File: src/rtl/vend_pkg.sv
// Shared types and coin constants for the vending credit controller.
// DOLLAR_COIN_EN adds a 100-cent coin and raises the default credit ceiling.
package vend_pkg;

  typedef enum logic [1:0] {
    COLLECT = 2'd0,
    VEND    = 2'd1,
    CHANGE  = 2'd2
  } state_t;

  localparam int COIN5   = 5;
  localparam int COIN10  = 10;
  localparam int COIN25  = 25;
  localparam int COIN100 = 100;

`ifdef DOLLAR_COIN_EN
  localparam int MAX_DEFAULT = 195;
`else
  localparam int MAX_DEFAULT = 95;
`endif

endpackage

File: src/rtl/vend_coin_decode.sv
// Coin strobe decoder: reports any strobe, one-hot validity and coin value.
// DOLLAR_COIN_EN adds the c100 strobe.
module vend_coin_decode
  import vend_pkg::*;
#(
  parameter int W = 9
) (
  input  logic         c5,
  input  logic         c10,
  input  logic         c25,
`ifdef DOLLAR_COIN_EN
  input  logic         c100,
`endif
  output logic         any,
  output logic         valid,
  output logic [W-1:0] value
);

  logic [3:0] hot;

`ifdef DOLLAR_COIN_EN
  assign hot = {c100, c25, c10, c5};
`else
  assign hot = {1'b0, c25, c10, c5};
`endif

  assign any   = |hot;
  assign valid = $onehot(hot);

  always_comb begin
    value = '0;
    unique case (hot)
      4'b0001: value = W'(COIN5);
      4'b0010: value = W'(COIN10);
      4'b0100: value = W'(COIN25);
      4'b1000: value = W'(COIN100);
      default: value = '0;
    endcase
  end

endmodule

File: src/rtl/vend_credit_ctrl.sv
// Vending credit controller: collects coins, requests a vend, pays change.
// DOLLAR_COIN_EN adds the c100 coin input and a 195-cent default ceiling.
module vend_credit_ctrl
  import vend_pkg::*;
#(
  parameter int BITS       = 8,
  parameter int PRICE      = 25,
  parameter int MAX_CREDIT = MAX_DEFAULT
) (
  input  logic            clk,
  input  logic            reset,
  input  logic            enable,
  input  logic            c5,
  input  logic            c10,
  input  logic            c25,
`ifdef DOLLAR_COIN_EN
  input  logic            c100,
`endif
  input  logic            cancel,
  input  logic            vend_ack,
  output logic            vend_req,
  output logic            nickel_out,
  output logic            coin_reject,
  output logic [BITS-1:0] credit,
  output logic            busy
);

  localparam logic [BITS:0] PRICE_W = (BITS+1)'(PRICE);
  localparam logic [BITS:0] MAX_W   = (BITS+1)'(MAX_CREDIT);
  localparam logic [BITS-1:0] NICKEL = BITS'(COIN5);

  state_t        state;
  logic          any;
  logic          valid;
  logic [BITS:0] value;
  logic [BITS:0] cur;
  logic [BITS:0] sum;
  logic [BITS:0] diff;
  logic          fits;
  logic          stop;
  logic          take;
  logic          reject;

  vend_coin_decode #(
    .W(BITS+1)
  ) u_dec (
    .c5   (c5),
    .c10  (c10),
    .c25  (c25),
`ifdef DOLLAR_COIN_EN
    .c100 (c100),
`endif
    .any  (any),
    .valid(valid),
    .value(value)
  );

  // One extra bit so the ceiling compare cannot be fooled by wrap.
  assign cur  = {1'b0, credit};
  assign sum  = cur + value;
  assign diff = cur - PRICE_W;
  assign fits = (sum <= MAX_W);

  assign stop = (state == COLLECT) && cancel && (credit != '0);
  assign take = (state == COLLECT) && enable && valid && !stop && fits;
  assign reject = any && !take;

  always_ff @(posedge clk) begin
    if (reset) begin
      state       <= COLLECT;
      credit      <= '0;
      vend_req    <= 1'b0;
      nickel_out  <= 1'b0;
      coin_reject <= 1'b0;
      busy        <= 1'b0;
    end else begin
      coin_reject <= reject;
      nickel_out  <= 1'b0;
      unique case (state)
        COLLECT: begin
          if (take)
            credit <= sum[BITS-1:0];
          // Refund beats a pending vend.
          if (stop) begin
            state <= CHANGE;
            busy  <= 1'b1;
          end else if (cur >= PRICE_W) begin
            state    <= VEND;
            vend_req <= 1'b1;
            busy     <= 1'b1;
          end
        end
        VEND: begin
          if (vend_ack) begin
            vend_req <= 1'b0;
            credit   <= diff[BITS-1:0];
            if (diff == '0) begin
              state <= COLLECT;
              busy  <= 1'b0;
            end else begin
              state <= CHANGE;
            end
          end
        end
        CHANGE: begin
          credit     <= credit - NICKEL;
          nickel_out <= 1'b1;
          if (credit == NICKEL) begin
            state <= COLLECT;
            busy  <= 1'b0;
          end
        end
        default: begin
          state    <= COLLECT;
          credit   <= '0;
          vend_req <= 1'b0;
          busy     <= 1'b0;
        end
      endcase
    end
  end

endmodule

File: config.mk
export PLATFORM = sky130hd
export DESIGN_NAME = vend_credit_ctrl
export DESIGN_NICKNAME = d
export VERILOG_FILES = /design/src/rtl/vend_pkg.sv /design/src/rtl/vend_coin_decode.sv /design/src/rtl/vend_credit_ctrl.sv
export SDC_FILE = /design/constraint.sdc
export NUM_CORES = 1
export LEC_CHECK = 0
export CAP_MARGIN = 20
export CORE_AREA = 3 3 84 86
export CTS_CLUSTER_SIZE = 16
export DETAILED_ROUTE_END_ITERATION = 10
export DIE_AREA = 0 0 87 89
export PLACE_DENSITY = 0.47
export SLEW_MARGIN = 20
export SYNTH_ARGS = -nofsm -noshare
export SYNTH_HDL_FRONTEND = slang
export SYNTH_HIERARCHICAL = 1
export SYNTH_SLANG_ARGS = --single-unit
File: constraint.sdc
create_clock -name clk -period 3.5 [get_ports clk]
set_input_delay 0.35 -clock clk [delete_from_list [all_inputs] [get_ports clk]]
set_output_delay 0.35 -clock clk [all_outputs]
set_load 0.01 [all_outputs]
Word level (Yosys, flattened, before mapping) --
Cells that the tools add are included.
Storage, ports and cells: register bits 14, input port bits 8, word-level logic and storage cells 65, output and inout port bits 12
Operators by class: eq/ne operators 14, $lt $le $gt $ge 2, muxes and demuxes 20, reductions and logical operators 17, bitwise logic cells 1, $add $sub $neg 5
Operators with widths (number):
- 8-bit one-hot mux with 3 select lines | 1
- 8-bit two-way mux | 2
- 5-bit one-hot mux with 3 select lines | 1
- 2-bit two-way mux | 5
- 2-bit inequality test, second input constant | 5
- 8-bit by 9-bit adder with 9-bit output | 1
- 9-bit by 7-bit <= comparator with 1-bit output, second input constant | 1
- 9-bit logical NOT | 1
- 8-bit by 5-bit subtractor with 9-bit output, second input constant | 1
- 8-bit by 3-bit == test with 1-bit output, second input constant | 1
- 8-bit by 5-bit >= comparator with 1-bit output, second input constant | 1
- 1-bit two-way mux | 8
- 4-bit AND reduction | 2
- 8-bit nonzero test | 1
- 8-bit by 3-bit subtractor with 8-bit output, second input constant | 1
- 1-bit logical AND | 7
- 3-bit by 1-bit == test with 1-bit output, second input constant | 2
- 1-bit one-hot mux with 3 select lines | 2
- 2-bit one-hot mux with 3 select lines | 1
- 3-bit by 1-bit adder with 3-bit output | 1
- 3-bit by 2-bit == test with 1-bit output, second input constant | 1
- 3-bit == test, second input constant | 1
- 3-bit by 2-bit inequality test with 1-bit output, second input constant | 1
- 3-bit AND reduction | 1
- 9 further kinds | 10

Logic depth before layout (Yosys ltp) --
word-level depth 8, gate-level depth with buffers 14, mapped depth without buffers 13

By module --
The synthesis kept the hierarchy.
Modules (own cells, without submodules):
- vend_credit_ctrl | cells an instance 200, sequential area each 280.3 um2, area an instance 1461.4 um2, instances 1
- vend_coin_decode | cells an instance 15, sequential area each 0.0 um2, area an instance 113.9 um2, instances 1

Worst setup path after synthesis --
OpenSTA, ideal clock, no wires.
path type input-to-reg, start input port c5, end register credit[4], buffers on the path 1, arrival 2424 ps, library setup time 88 ps, stages 14, data required time 3412 ps, path slack 988 ps, cell sequence xnor2_1 nor2_1 ha_1 inv_1 fa_1 nor2b_1 o31a_1 nor4b_1 mux2i_1 o311ai_1 o21ai_2 buf_6 a21oi_2 a311oi_2
Between the ends: elaborated cells on any way between the ends 16, classes of those cells 3 x add/sub; 1 x order compare; 5 x eq/ne; 3 x mux; 4 x reduce/logical
RTL lines:
- start: declaration | line vend_credit_ctrl.sv:13 | input logic c5,
- 3-bit == test, or another cell as far along | line vend_coin_decode.sv:32 | unique case (hot)
- 5-bit one-hot mux with 3 select lines * | line vend_coin_decode.sv:32
- via value[0] | line vend_credit_ctrl.sv:35 | logic [BITS:0] value;
- 8-bit by 9-bit adder with 9-bit output * | line vend_credit_ctrl.sv:60 | assign sum = cur + value;
- 9-bit by 7-bit <= comparator with 1-bit output | line vend_credit_ctrl.sv:62 | assign fits = (sum <= MAX_W);
- 1-bit logical AND | line vend_credit_ctrl.sv:65 | assign take = (state == COLLECT) && enable && valid && !stop && fits;
- 2-bit inequality test (no source line)
- 2-bit AND reduction (no source line)
- end signal: assignment | line vend_credit_ctrl.sv:82 | credit <= sum[BITS-1:0];
- end signal: assignment | line vend_credit_ctrl.sv:96 | credit <= diff[BITS-1:0];
- end signal: assignment | line vend_credit_ctrl.sv:106 | credit <= credit - NICKEL;
- end: declaration | line vend_credit_ctrl.sv:24 | output logic [BITS-1:0] credit,
Mark *: on every way through the listed nets, which the timed path passes. The rest lies on a longest branch. The select of a mux whose other input is x is not followed. A chain may end at the register's enable or synchronous reset.

Worst setup path in the final report --
start input port c10, end register credit[5]
Between the ends: elaborated cells on any way between the ends 16, classes of those cells 3 x add/sub; 1 x order compare; 5 x eq/ne; 3 x mux; 4 x reduce/logical
RTL lines:
- start: declaration | line vend_credit_ctrl.sv:14 | input logic c10,
- 3-bit == test, or another cell as far along | line vend_coin_decode.sv:32
- 5-bit one-hot mux with 3 select lines * | line vend_coin_decode.sv:32
- via value[1] | line vend_credit_ctrl.sv:35
- 8-bit by 9-bit adder with 9-bit output * | line vend_credit_ctrl.sv:60
- 9-bit by 7-bit <= comparator with 1-bit output | line vend_credit_ctrl.sv:62
- 1-bit logical AND | line vend_credit_ctrl.sv:65
- 2-bit inequality test (no source line)
- 2-bit AND reduction (no source line)
Marked as above.

==> reports/results.ini <==
[global_route]
grt_pass1_vias = 1526
grt.overflow.total = 0
grt_first_pass_wirelength_um = 7886
antenna_found_initial = 0
grt_usage_pct = 12.98
grt_max_degree = 18

[setup_path]
crit_buf_inv = 3
worstPathArrival_ns = 3.40
path_class = in -> reg
cpMaxStageDelayCell = clkdlybuf4s50_1
worstRegToRegCells = 12
cp-end-kind = flip-flop
crit_required_ns = 3.64
critical-path-top-delay-family = buffers and inverters
cp_max_fo = 10
slowest_delay_ns = 0.62
path_depth = 13
crit_chain = clkdlybuf4s50_1, nor3b_1, inv_1, fa_1, nor2b_1, o31a_1, nor4b_1, mux2i_1, o311ai_1, o21ai_2, buf_4, a21oi_1, a32o_1
cp-start-kind = input pin

[die]
start_util_pct = 24.81
die_area_um2 = 7743
core_um2 = 6350
io_pins = 20
die_height_um = 89
die_w_um = 87
rows = 29

[placed_design]
dp_hpwl_um = 3581
routabilityCongestion = 0.8048
io_buffers = 19
dpl_worst_slack_ns = 0.01806

[detailed_routing]
drt-initial-drc-count = 110
totalWireLength_um = 4754
via_count = 1641
drc = 0
dr.pass1.iters = 4
post_drt_wl_per_cell_um = 15.19
antenna_left = 0
drt-vias-per-instance = 5.243

[sta]
slew_headroom_pct = 59.21
hold_violations = 0
slew_viol_final = 0
rsz0062_at_grt = no
finalSetupViolCount = 0
fmax_mhz = 307.1
finalClockSkew_ns = 0.006040
worst_slack_ns = 0.2440
fin_crit_sh_pct = 93.03
tns_ns = 0
period_minus_slack_ns = 3.256
worst_slew_pin_slew_ns = 0.6099

[layout]
antennaDiodeCount = 0
synthToLayoutAreaGrowth_pct = 21.37
nFillCells = 689
fin_nets = 258
drive_gt1_share_pct = 8.898

[clock_network]
holdBufCountCts = 0
numCtsBuffers = 3
htreeDepth = 1
clock_latency_ns = 0.25
clk_pin_slew_ns = 0.07
ctsLongestPathBuffers = 2
cts-resized-gates = 0
cts_sinks = 14
post-cts-setup-buffers = 0
cts_tree = built
cts-root-buf = clkbuf_8

[yosys]
synthFlopType = dfxtp_1
syn_avg_cell_area_um2 = 7.327
ys_warn_count = 6
syn_inst = 215
synth_area_um2 = 1575
ys_seq_area_share_pct = 17.79
synthDistinctLibCells = 57
synthArstFlopShare_pct = 0
ys_ff_latch = 14
synth_edf_count = 0

[worst_hold_path]
worstHoldPathCells = 2
hold_path.class = reg -> reg

[power_and_ir_drop]
peakVddDrop_mv = 0.2748
p_per_area_nw_per_um2 = 910.4
power.leakage_nw = 0.7260

[run]
drv_cap = 0

[status]
status = completed

[flip-flops by register name, indices dropped and copies added (netlist names)]
| signal | count |
|---|---|
| busy | 1 |
| coin_reject | 1 |
| credit | 8 |
| nickel_out | 1 |
| state | 2 |
| vend_req | 1 |
[cell families after synthesis]
| kind of cell | Yosys count | synth area share, % |
|---|---|---|
| fa+ha+maj | 13 | 11.28 |
| xor+xnor | 10 | 5.560 |
| buf+inv | 24 | 7.704 |
| simple gates | 83 | 26.05 |
| other cells | 1 | 0.2381 |
| flops | 14 | 17.79 |
| compound gates | 69 | 30.74 |
| mux | 1 | 0.6355 |
[per-stage QoR]
step           power [W]  hold WS (ns)  cells  utilization, %  instance area, um^2
2_1_floorplan   0.001183        0.4905    218               -                 1587
3_3_place_gp    0.001568        0.4871    309           29.24                 1857
3_5_place_dp    0.001562        0.4993    309           29.24                 1857
4_1_cts         0.001740        0.5167    313           30.11                 1912
5_1_grt         0.001912        0.5818    313           30.11                 1912
6_report        0.001741        0.5094    313           30.11                 1912
[cell usage in the layout (no fill, tap or decap), types with 3 or more instances in the layout]
cell type | synthesis | final
xnor2_1 | 8 | 8
ha_1 | 11 | 11
nand2_1 | 20 | 20
inv_1 | 10 | 10
clkbuf_8 | 0 | 4
dfxtp_1 | 14 | 14
a31oi_1 | 5 | 5
nand3_1 | 10 | 10
nor3_1 | 8 | 8
conb_1 | 1 | 4
nor2_1 | 21 | 21
nor3b_1 | 3 | 3
clkdlybuf4s50_1 | 0 | 19
buf_4 | 4 | 9
a21oi_1 | 15 | 15
or3_1 | 3 | 3
nor2b_1 | 4 | 4
o21ai_0 | 13 | 13
a22oi_1 | 3 | 3
nand2b_1 | 3 | 3
a221oi_1 | 4 | 4
[path summary, 6_finish.rpt]
check / startpoint / endpoint / slack, ns
worst max-delay path: c10 / credit[5] / 0.24
worst min-delay path: busy / busy / 0.51
worst max register to register: credit[0] / credit[5] / 0.66
worst min register to register: busy / busy / 0.51
[final cells by class]
type,instances,area (um^2),area share (%)
timing repair buffer,28,257.7,13.48
inverter,10,37.54,1.963
multi-input combinational,180,1185,61.98
clock buffer,4,55.05,2.880
sequential,14,280.3,14.66
tap,77,96.34,5.039
[where the power goes]
part | internal, W | switching [W]
logic | 0.000535 | 0.000717
clock network | 0.000100 | 0.0000684
registers | 0.000224 | 0.0000956
total | 0.000859 | 0.000881
[per-layer routing]
metal | routed length [um] | track usage, %
met1 | 2373 | 18.25
met2 | 2152 | 20.22
met3 | 156 | 2.304
met4 | 72 | 3.824
met5 | 0 | 0
[cells in the mapped netlist (2+ instances only)]
master	instances	share of area (%)
a21oi_1	15	4.8
buf_6	2	1.4
or3_1	3	1.2
a21o_1	2	0.95
o2111ai_1	2	1.1
a31oi_1	5	2.0
o21a_1	2	0.95
buf_4	4	1.9
nand4b_1	2	1.1
nor3b_1	3	1.4
ha_1	11	8.7
inv_1	10	2.4
fa_1	2	2.5
xor2_1	2	1.1
nor2b_1	4	1.6
o22ai_1	2	0.79
nor2_1	21	5.0
o221ai_1	2	1.1
a221oi_1	4	2.2
o21ai_0	13	4.1
nor4_1	2	0.79
a21boi_0	2	0.95
nand2b_1	3	1.2
o211ai_1	2	0.95
nand3_1	10	3.2
clkbuf_1	4	0.95
dfxtp_1	14	18
a22oi_1	3	1.4
buf_1	3	0.71
nor3_1	8	2.5
xnor2_1	8	4.4
nand2_1	20	4.8
[worst reg2reg max path: cells and delay by family (launching register included)]
| family | cells | cell delay (ns) |
|---|---|---|
| flops | 1 | 0.49 |
| buf+inv | 2 | 0.25 |
| compound gates | 5 | 0.88 |
| fa+ha+maj | 2 | 0.63 |
| mux | 1 | 0.14 |
| simple gates | 2 | 0.33 |
No activity file was read; power rests on OpenSTA's default activity.
==> RTL edit 1 (config.mk and constraints unchanged) <==
The parameter `BITS` goes from 8 to 12.
--- a/src/rtl/vend_credit_ctrl.sv
+++ b/src/rtl/vend_credit_ctrl.sv
@@ -3,7 +3,7 @@
 module vend_credit_ctrl
   import vend_pkg::*;
 #(
-  parameter int BITS       = 8,
+  parameter int BITS       = 12,
   parameter int PRICE      = 25,
   parameter int MAX_CREDIT = MAX_DEFAULT
 ) (
Ports: changed (resized credit); port bits go from 20 to 24. The function was not compared with the original's and may differ.
==> RTL edit 1 against the original RTL <==
  * Sequential cell count up 4
  * Worst setup slack got worse by 0.044 ns
  * Highest routed layer unchanged
  * Clock skew is 0.0044 ns lower
  * Largest cell class unchanged
  * Design area increased by 56%
  * Critical endpoint is now credit[1]
  * Synthesized area is 53% higher
  * Routed wire length grew 59%
  * Via count rose by 55%
  * Power is 60% higher
  * Combinational power is 75% higher
  * Register-to-register slack got worse by 0.25 ns
  * Clock power up 8%
==> RTL edit 1: results (changes against the original RTL) <==
metric,value,unit,change
power_leakage,1.19,nW,+64%
route.detailed.wl_per_inst,16.8,um,+11%
port_buffers,23,,+4
final_net_count,398,,+54%
largest_cells_by_area_after_synthesis,"sky130_fd_sc_hd__dfxtp_1 (15%), sky130_fd_sc_hd__ha_1 (7.8%), sky130_fd_sc_hd__nor2_1 (6.1%)",,
post_synth.cell_area_avg,7.37,um2,+0.63%
tightest_slew_margin_relative_to_the_limit,0.455,,-0.137
fin_skew,0.00162,ns,-0.00442 ns
post-place-cells,441,,+43%
global_routing_usage_summed_across_all_routing_layers,0.204,,+0.0740
status,"complete, no violations",,
power.net_switching,1.42,mW,+61%
post_synth_most_frequent_cells,"sky130_fd_sc_hd__nor2_1 (39), sky130_fd_sc_hd__nand2_1 (28), sky130_fd_sc_hd__a21oi_1 (27)",,
placement.cell_area,2870,um2,+55%
drt_iter0_drc,148,,+35%
worst-path-max-fanout,7,,-3
worst_ir_drop_vdd,0.000432,V,+57%
synth_sequential_area_ratio,0.149,,-0.0285
finalNonFillerCells,449,,+43%
post_route_cells_drive_above_1_share,0.194,,+0.105
routability_congestion_estimate_from_global_placement,0.833,,+3.5%
drt-vias-per-instance,5.66,,+8.0%
drt-pass1-iter-count,6,,+2
grt_start_max_net_pins,23,,+5
grt_pass1_vias,2342,,+53%
minimum_setup_slack_after_placement,-0.416,ns,-0.434 ns
pwr-share-seq,0.150,,-0.034
comb_power,2.19,mW,+75%
critPathArrivalTime,3.46,ns,+0.06 ns
==> RTL edit 1: cell types whose count changed in the layout (fill, tap and decap cells not counted), moves of 4 or more <==
cell                       change
sky130_fd_sc_hd__a211oi_2      +6
sky130_fd_sc_hd__nor2_1       +18
sky130_fd_sc_hd__conb_1        +4
sky130_fd_sc_hd__dfxtp_1       +4
sky130_fd_sc_hd__buf_4        +27
sky130_fd_sc_hd__ha_1          +4
sky130_fd_sc_hd__o21ai_0       +8
sky130_fd_sc_hd__nand2_1       +8
sky130_fd_sc_hd__a21oi_1      +12
==> RTL edit 1: timing repair <==
| action | CTS | global route |
|---|---|---|
| endpoints found under the setup margin | 12 | 6 |
| cloned | 1 | 0 |
| resized for setup | 9 | 3 |
| setup buffers | 3 | 0 |
| pin swaps | 1 | 2 |
==> RTL edit 1: layer usage <==
| metal | GRT usage | vias to the layer above | share of wire |
|---|---|---|---|
| met5 | 0 | - | 0 |
| met1 | 0.290 | 1201 | 0.49 |
| met4 | 0.0184 | 0 | 0.0025 |
| li1 | - | 1283 | - |
| met3 | 0.0313 | 2 | 0.036 |
| met2 | 0.337 | 57 | 0.47 |
==> RTL edit 1: cell type report <==
type                    instances  area [um2]
repair buffers                 61         519
well taps                      77        96.3
multi-input cells             276        1910
fillers                       654        3360
inverters                      13        48.8
clock buffers                   4        55.1
flip-flops and latches         18         360
==> RTL edit 1: critical path: stages <==
cell and delay, ns:
sky130_fd_sc_hd__dlygate4sd2_1 0.31, sky130_fd_sc_hd__xnor2_1 0.16, sky130_fd_sc_hd__nor2_1 0.11, sky130_fd_sc_hd__ha_1 0.18, sky130_fd_sc_hd__inv_1 0.06, sky130_fd_sc_hd__fa_2 0.35
sky130_fd_sc_hd__nand2b_4 0.16, sky130_fd_sc_hd__a21o_1 0.20, sky130_fd_sc_hd__a31oi_2 0.23, sky130_fd_sc_hd__or4b_2 0.15, sky130_fd_sc_hd__nand3_1 0.11, sky130_fd_sc_hd__or2_4 0.29
sky130_fd_sc_hd__o31ai_4 0.35, sky130_fd_sc_hd__buf_6 0.19, sky130_fd_sc_hd__o221ai_1 0.10, sky130_fd_sc_hd__o211a_1 0.16
==> RTL edit 1: final timing paths <==
path	from	endpoint	slack (ns)	depth (start not counted)
worst max register to register	credit[0]	credit[1]	0.41	13
worst min register to register	vend_req	vend_req	0.51	2
worst max-delay path	c25	credit[1]	0.20	16
worst min-delay path	vend_req	vend_req	0.51	2
==> RTL edit 1: kinds of logic after synthesis <==
logic type / Yosys count / synth area share
buffers and inverters: 40 / 0.0825
and+or+nand+nor: 123 / 0.255
other: 1 / 0.00156
DFF: 18 / 0.149
xor gates and xnor gates: 15 / 0.0576
muxes: 3 / 0.0135
AOI/OAI and AO/OA: 110 / 0.346
adders and majority gates: 17 / 0.0944
==> RTL edit 2 (same flow settings) <==
Made on the original files. Register the output `credit` once more, without a reset; this adds one clock of latency there. The other outputs are not delayed to match.
--- a/src/rtl/vend_credit_ctrl.sv
+++ b/src/rtl/vend_credit_ctrl.sv
@@ -29,6 +29,8 @@
   localparam logic [BITS:0] MAX_W   = (BITS+1)'(MAX_CREDIT);
   localparam logic [BITS-1:0] NICKEL = BITS'(COIN5);
 
+  logic [BITS-1:0] credit_s0;
+
   state_t        state;
   logic          any;
   logic          valid;
@@ -56,19 +58,19 @@
   );
 
   // One extra bit so the ceiling compare cannot be fooled by wrap.
-  assign cur  = {1'b0, credit};
+  assign cur  = {1'b0, credit_s0};
   assign sum  = cur + value;
   assign diff = cur - PRICE_W;
   assign fits = (sum <= MAX_W);
 
-  assign stop = (state == COLLECT) && cancel && (credit != '0);
+  assign stop = (state == COLLECT) && cancel && (credit_s0 != '0);
   assign take = (state == COLLECT) && enable && valid && !stop && fits;
   assign reject = any && !take;
 
   always_ff @(posedge clk) begin
     if (reset) begin
       state       <= COLLECT;
-      credit      <= '0;
+      credit_s0   <= '0;
       vend_req    <= 1'b0;
       nickel_out  <= 1'b0;
       coin_reject <= 1'b0;
@@ -79,7 +81,7 @@
       unique case (state)
         COLLECT: begin
           if (take)
-            credit <= sum[BITS-1:0];
+            credit_s0 <= sum[BITS-1:0];
           // Refund beats a pending vend.
           if (stop) begin
             state <= CHANGE;
@@ -93,7 +95,7 @@
         VEND: begin
           if (vend_ack) begin
             vend_req <= 1'b0;
-            credit   <= diff[BITS-1:0];
+            credit_s0 <= diff[BITS-1:0];
             if (diff == '0) begin
               state <= COLLECT;
               busy  <= 1'b0;
@@ -103,16 +105,16 @@
           end
         end
         CHANGE: begin
-          credit     <= credit - NICKEL;
+          credit_s0  <= credit_s0 - NICKEL;
           nickel_out <= 1'b1;
-          if (credit == NICKEL) begin
+          if (credit_s0 == NICKEL) begin
             state <= COLLECT;
             busy  <= 1'b0;
           end
         end
         default: begin
           state    <= COLLECT;
-          credit   <= '0;
+          credit_s0 <= '0;
           vend_req <= 1'b0;
           busy     <= 1'b0;
         end
@@ -120,5 +122,9 @@
     end
   end
 
+  always_ff @(posedge clk) begin
+    credit <= credit_s0;
+  end
+
 endmodule
 
Function: changed (a bounded check fails within 4 cycles, from zero or initial values and one cycle with reset high).
==> RTL edit 2 against the original RTL <==
  * Clock power increased by 47%
  * Routed wire length increased by 6.2%
  * Highest routed layer unchanged
  * Power increased by 23%
  * Largest power group unchanged
  * Synthesized cell count increased by 9.3%
  * Synthesized area increased by 20%
  * Largest cell class unchanged
  * Sequential cell count increased by 8
  * Design area increased by 17%
  * Fmax increased by 4.2%
  * Worst setup slack improved by 0.13 ns
  * Final cell count increased by 6.4%
==> RTL edit 2: results (changes against the original RTL) <==
metric,value,unit,change
slowest_stage,sky130_fd_sc_hd__clkdlybuf4s50_1,,
clk_path_buf_depth,2,,unchanged
drt-pass1-iter-count,4,,unchanged
vias,1712,,+4.3%
worst-r2r-setup-slack,0.64,ns,-0.02 ns
status,"complete, no violations",,
wire_length_of_the_first_global_routing_pass,8.39,mm,+6.4%
post-place-cells,329,,+6.5%
synth_sequential_area_ratio,0.234,,+0.0558
postCtsHoldBufs,0,,unchanged
worst_ir_drop_vdd,0.000389,V,+41%
largest_cells_by_area_after_synthesis,"sky130_fd_sc_hd__dfxtp_1 (23%), sky130_fd_sc_hd__ha_1 (7.3%), sky130_fd_sc_hd__xnor2_1 (5.1%)",,
cts_repair_resize_count,0,,unchanged
cts_tree,built,,
worst-path-max-fanout,7,,-3
diodes,0,,unchanged
global_routing_usage_summed_across_all_routing_layers,0.139,,+0.00883
grt_pass1_vias,1629,,+6.7%
yosys_most_used_dff,sky130_fd_sc_hd__dfxtp_1,,
reg_to_reg_endpoint,credit_s0[0],,
postCtsSetupBuffers,0,,unchanged
cp_slowest_stage_delay,0.62,ns,about the same
setup.worst_path.end_class,register,,
final_net_count,278,,+7.8%
post_synth_most_frequent_cells,"sky130_fd_sc_hd__dfxtp_1 (22), sky130_fd_sc_hd__a21oi_1 (18), sky130_fd_sc_hd__nand2_1 (18)",,
antenna_found_initial,0,,unchanged
critical_path.startpoint,c25,,
route.detailed.wl_per_inst,15.2,um,-0.21%
worst_r2r_startpoint,credit_s0[1],,
cts_buffers,3,,unchanged
worst_skew_pair.late_latency,0.27,ns,+0.02 ns
reg2reg_depth,10,,-2
biggest_registers_after_layout,"credit: 8 flops, credit_s0: 8 flops, state: 2 flops",,
detailedPlacementHpwl,3.88,mm,+8.3%
ys_warn_count,6,,unchanged
critPathArrivalTime,3.32,ns,-0.08 ns
worst_hold_path_type,reg2reg,,
clock-root-buffer,sky130_fd_sc_hd__clkbuf_8,,
grt_start_max_net_pins,20,,+2
yosysUniqueCellTypes,57,,unchanged
ys_async_sr_fraction,0,,unchanged
post_route_cells_drive_above_1_share,0.0938,,+0.00477
clock_pin_slew_of_the_registers_on_the_worst_case_setup_and_hold_paths,0.09,ns,+0.02 ns
routed_wl,5.05,mm,+6.2%
fin_skew,0.00294,ns,-0.00310 ns
power_leakage,0.865,nW,+19%
layout.filler_cells,687,,-0.29%
port_buffers,19,,unchanged
post_synth.cell_area_avg,8.02,um2,+9.4%
drt_iter0_drc,123,,+12%
routability_congestion_estimate_from_global_placement,0.819,,+1.7%
htreeDepth,1,,unchanged
timing_worst_slew_pin_value,0.838,ns,+0.228 ns
-- RTL edit 2: cell types whose count changed after synthesis, sizes merged, moves of 4 or more --
| cell | before | now |
|---|---|---|
| nand3 | 10 | 6 |
| clkbuf | 4 | 9 |
| nor2 | 22 | 15 |
| dfxtp | 14 | 22 |
| o21ai | 15 | 10 |
| mux2i | 1 | 6 |
| nor2b | 4 | 13 |
-- RTL edit 2: worst min path at each step --
stage / from / endpoint / depth (start not counted)
after floorplan: credit_s0[3] / credit[3] / 0
after global placement: credit_s0[1] / credit[1] / 0
after detailed placement: credit_s0[1] / credit[1] / 0
after CTS: credit_s0[1] / credit[1] / 0
after global routing: credit_s0[1] / credit[1] / 0
final: credit_s0[1] / credit[1] / 0
-- RTL edit 2: final cells by class --
class | count | share of cell area
Clock buffer | 3 | 0.0184
Multi-Input combinational cell | 189 | 0.589
Inverter | 11 | 0.0184
Clock inverter | 1 | 0.0134
Sequential cell | 22 | 0.196
Tap cell | 77 | 0.0429
Timing Repair Buffer | 30 | 0.121
-- RTL edit 2: kinds of logic (layout without fill, tap and decap cells) --
family,after synthesis,count (layout),share of synthesized area
xor gates and xnor gates,12,12,0.0558
other,1,4,0.00199
and+or+nand+nor,87,87,0.243
buffers and inverters,27,45,0.0697
adders and majority gates,13,13,0.0943
AOI/OAI and AO/OA,64,64,0.252
DFF,22,22,0.234
muxes,9,9,0.0498
-- RTL edit 2: worst max-delay path, delay by kind of cell --
| kind | cells | cell delay, ns |
|---|---|---|
| AO/OA/AOI/OAI | 5 | 1.26 |
| buffers and inverters | 3 | 0.89 |
| adder cells (fa/ha/maj) | 2 | 0.39 |
| XOR/XNOR | 2 | 0.30 |
| AND/OR/NAND/NOR | 2 | 0.12 |
-- RTL edit 2: where the power goes --
part | switching (mW) | internal (mW) | leakage, nW
logic | 0.812 | 0.645 | 0.649
clock network | 0.0943 | 0.153 | 0.0357
registers | 0.0926 | 0.352 | 0.181
-- RTL edit 2: metrics by stage --
step	area, um2	hold WS [ns]	utilization	power (mW)	worst slack, ns
floorplan	1900	0.353	-	1.50	0.965
global placement	2170	0.434	0.342	1.92	0.181
detailed placement	2170	0.431	0.342	1.90	0.0894
CTS	2250	0.445	0.354	2.16	0.378
global route	2250	0.459	0.354	2.35	0.111
finish	2250	0.444	0.354	2.15	0.374
-- RTL edit 2: layer usage --
| metal | wire, um | global-route usage |
|---|---|---|
| met1 | 2640 | 0.203 |
| met2 | 2200 | 0.219 |
| met3 | 176 | 0.0240 |
| met4 | 32 | 0.0170 |
| met5 | 0 | 0 |
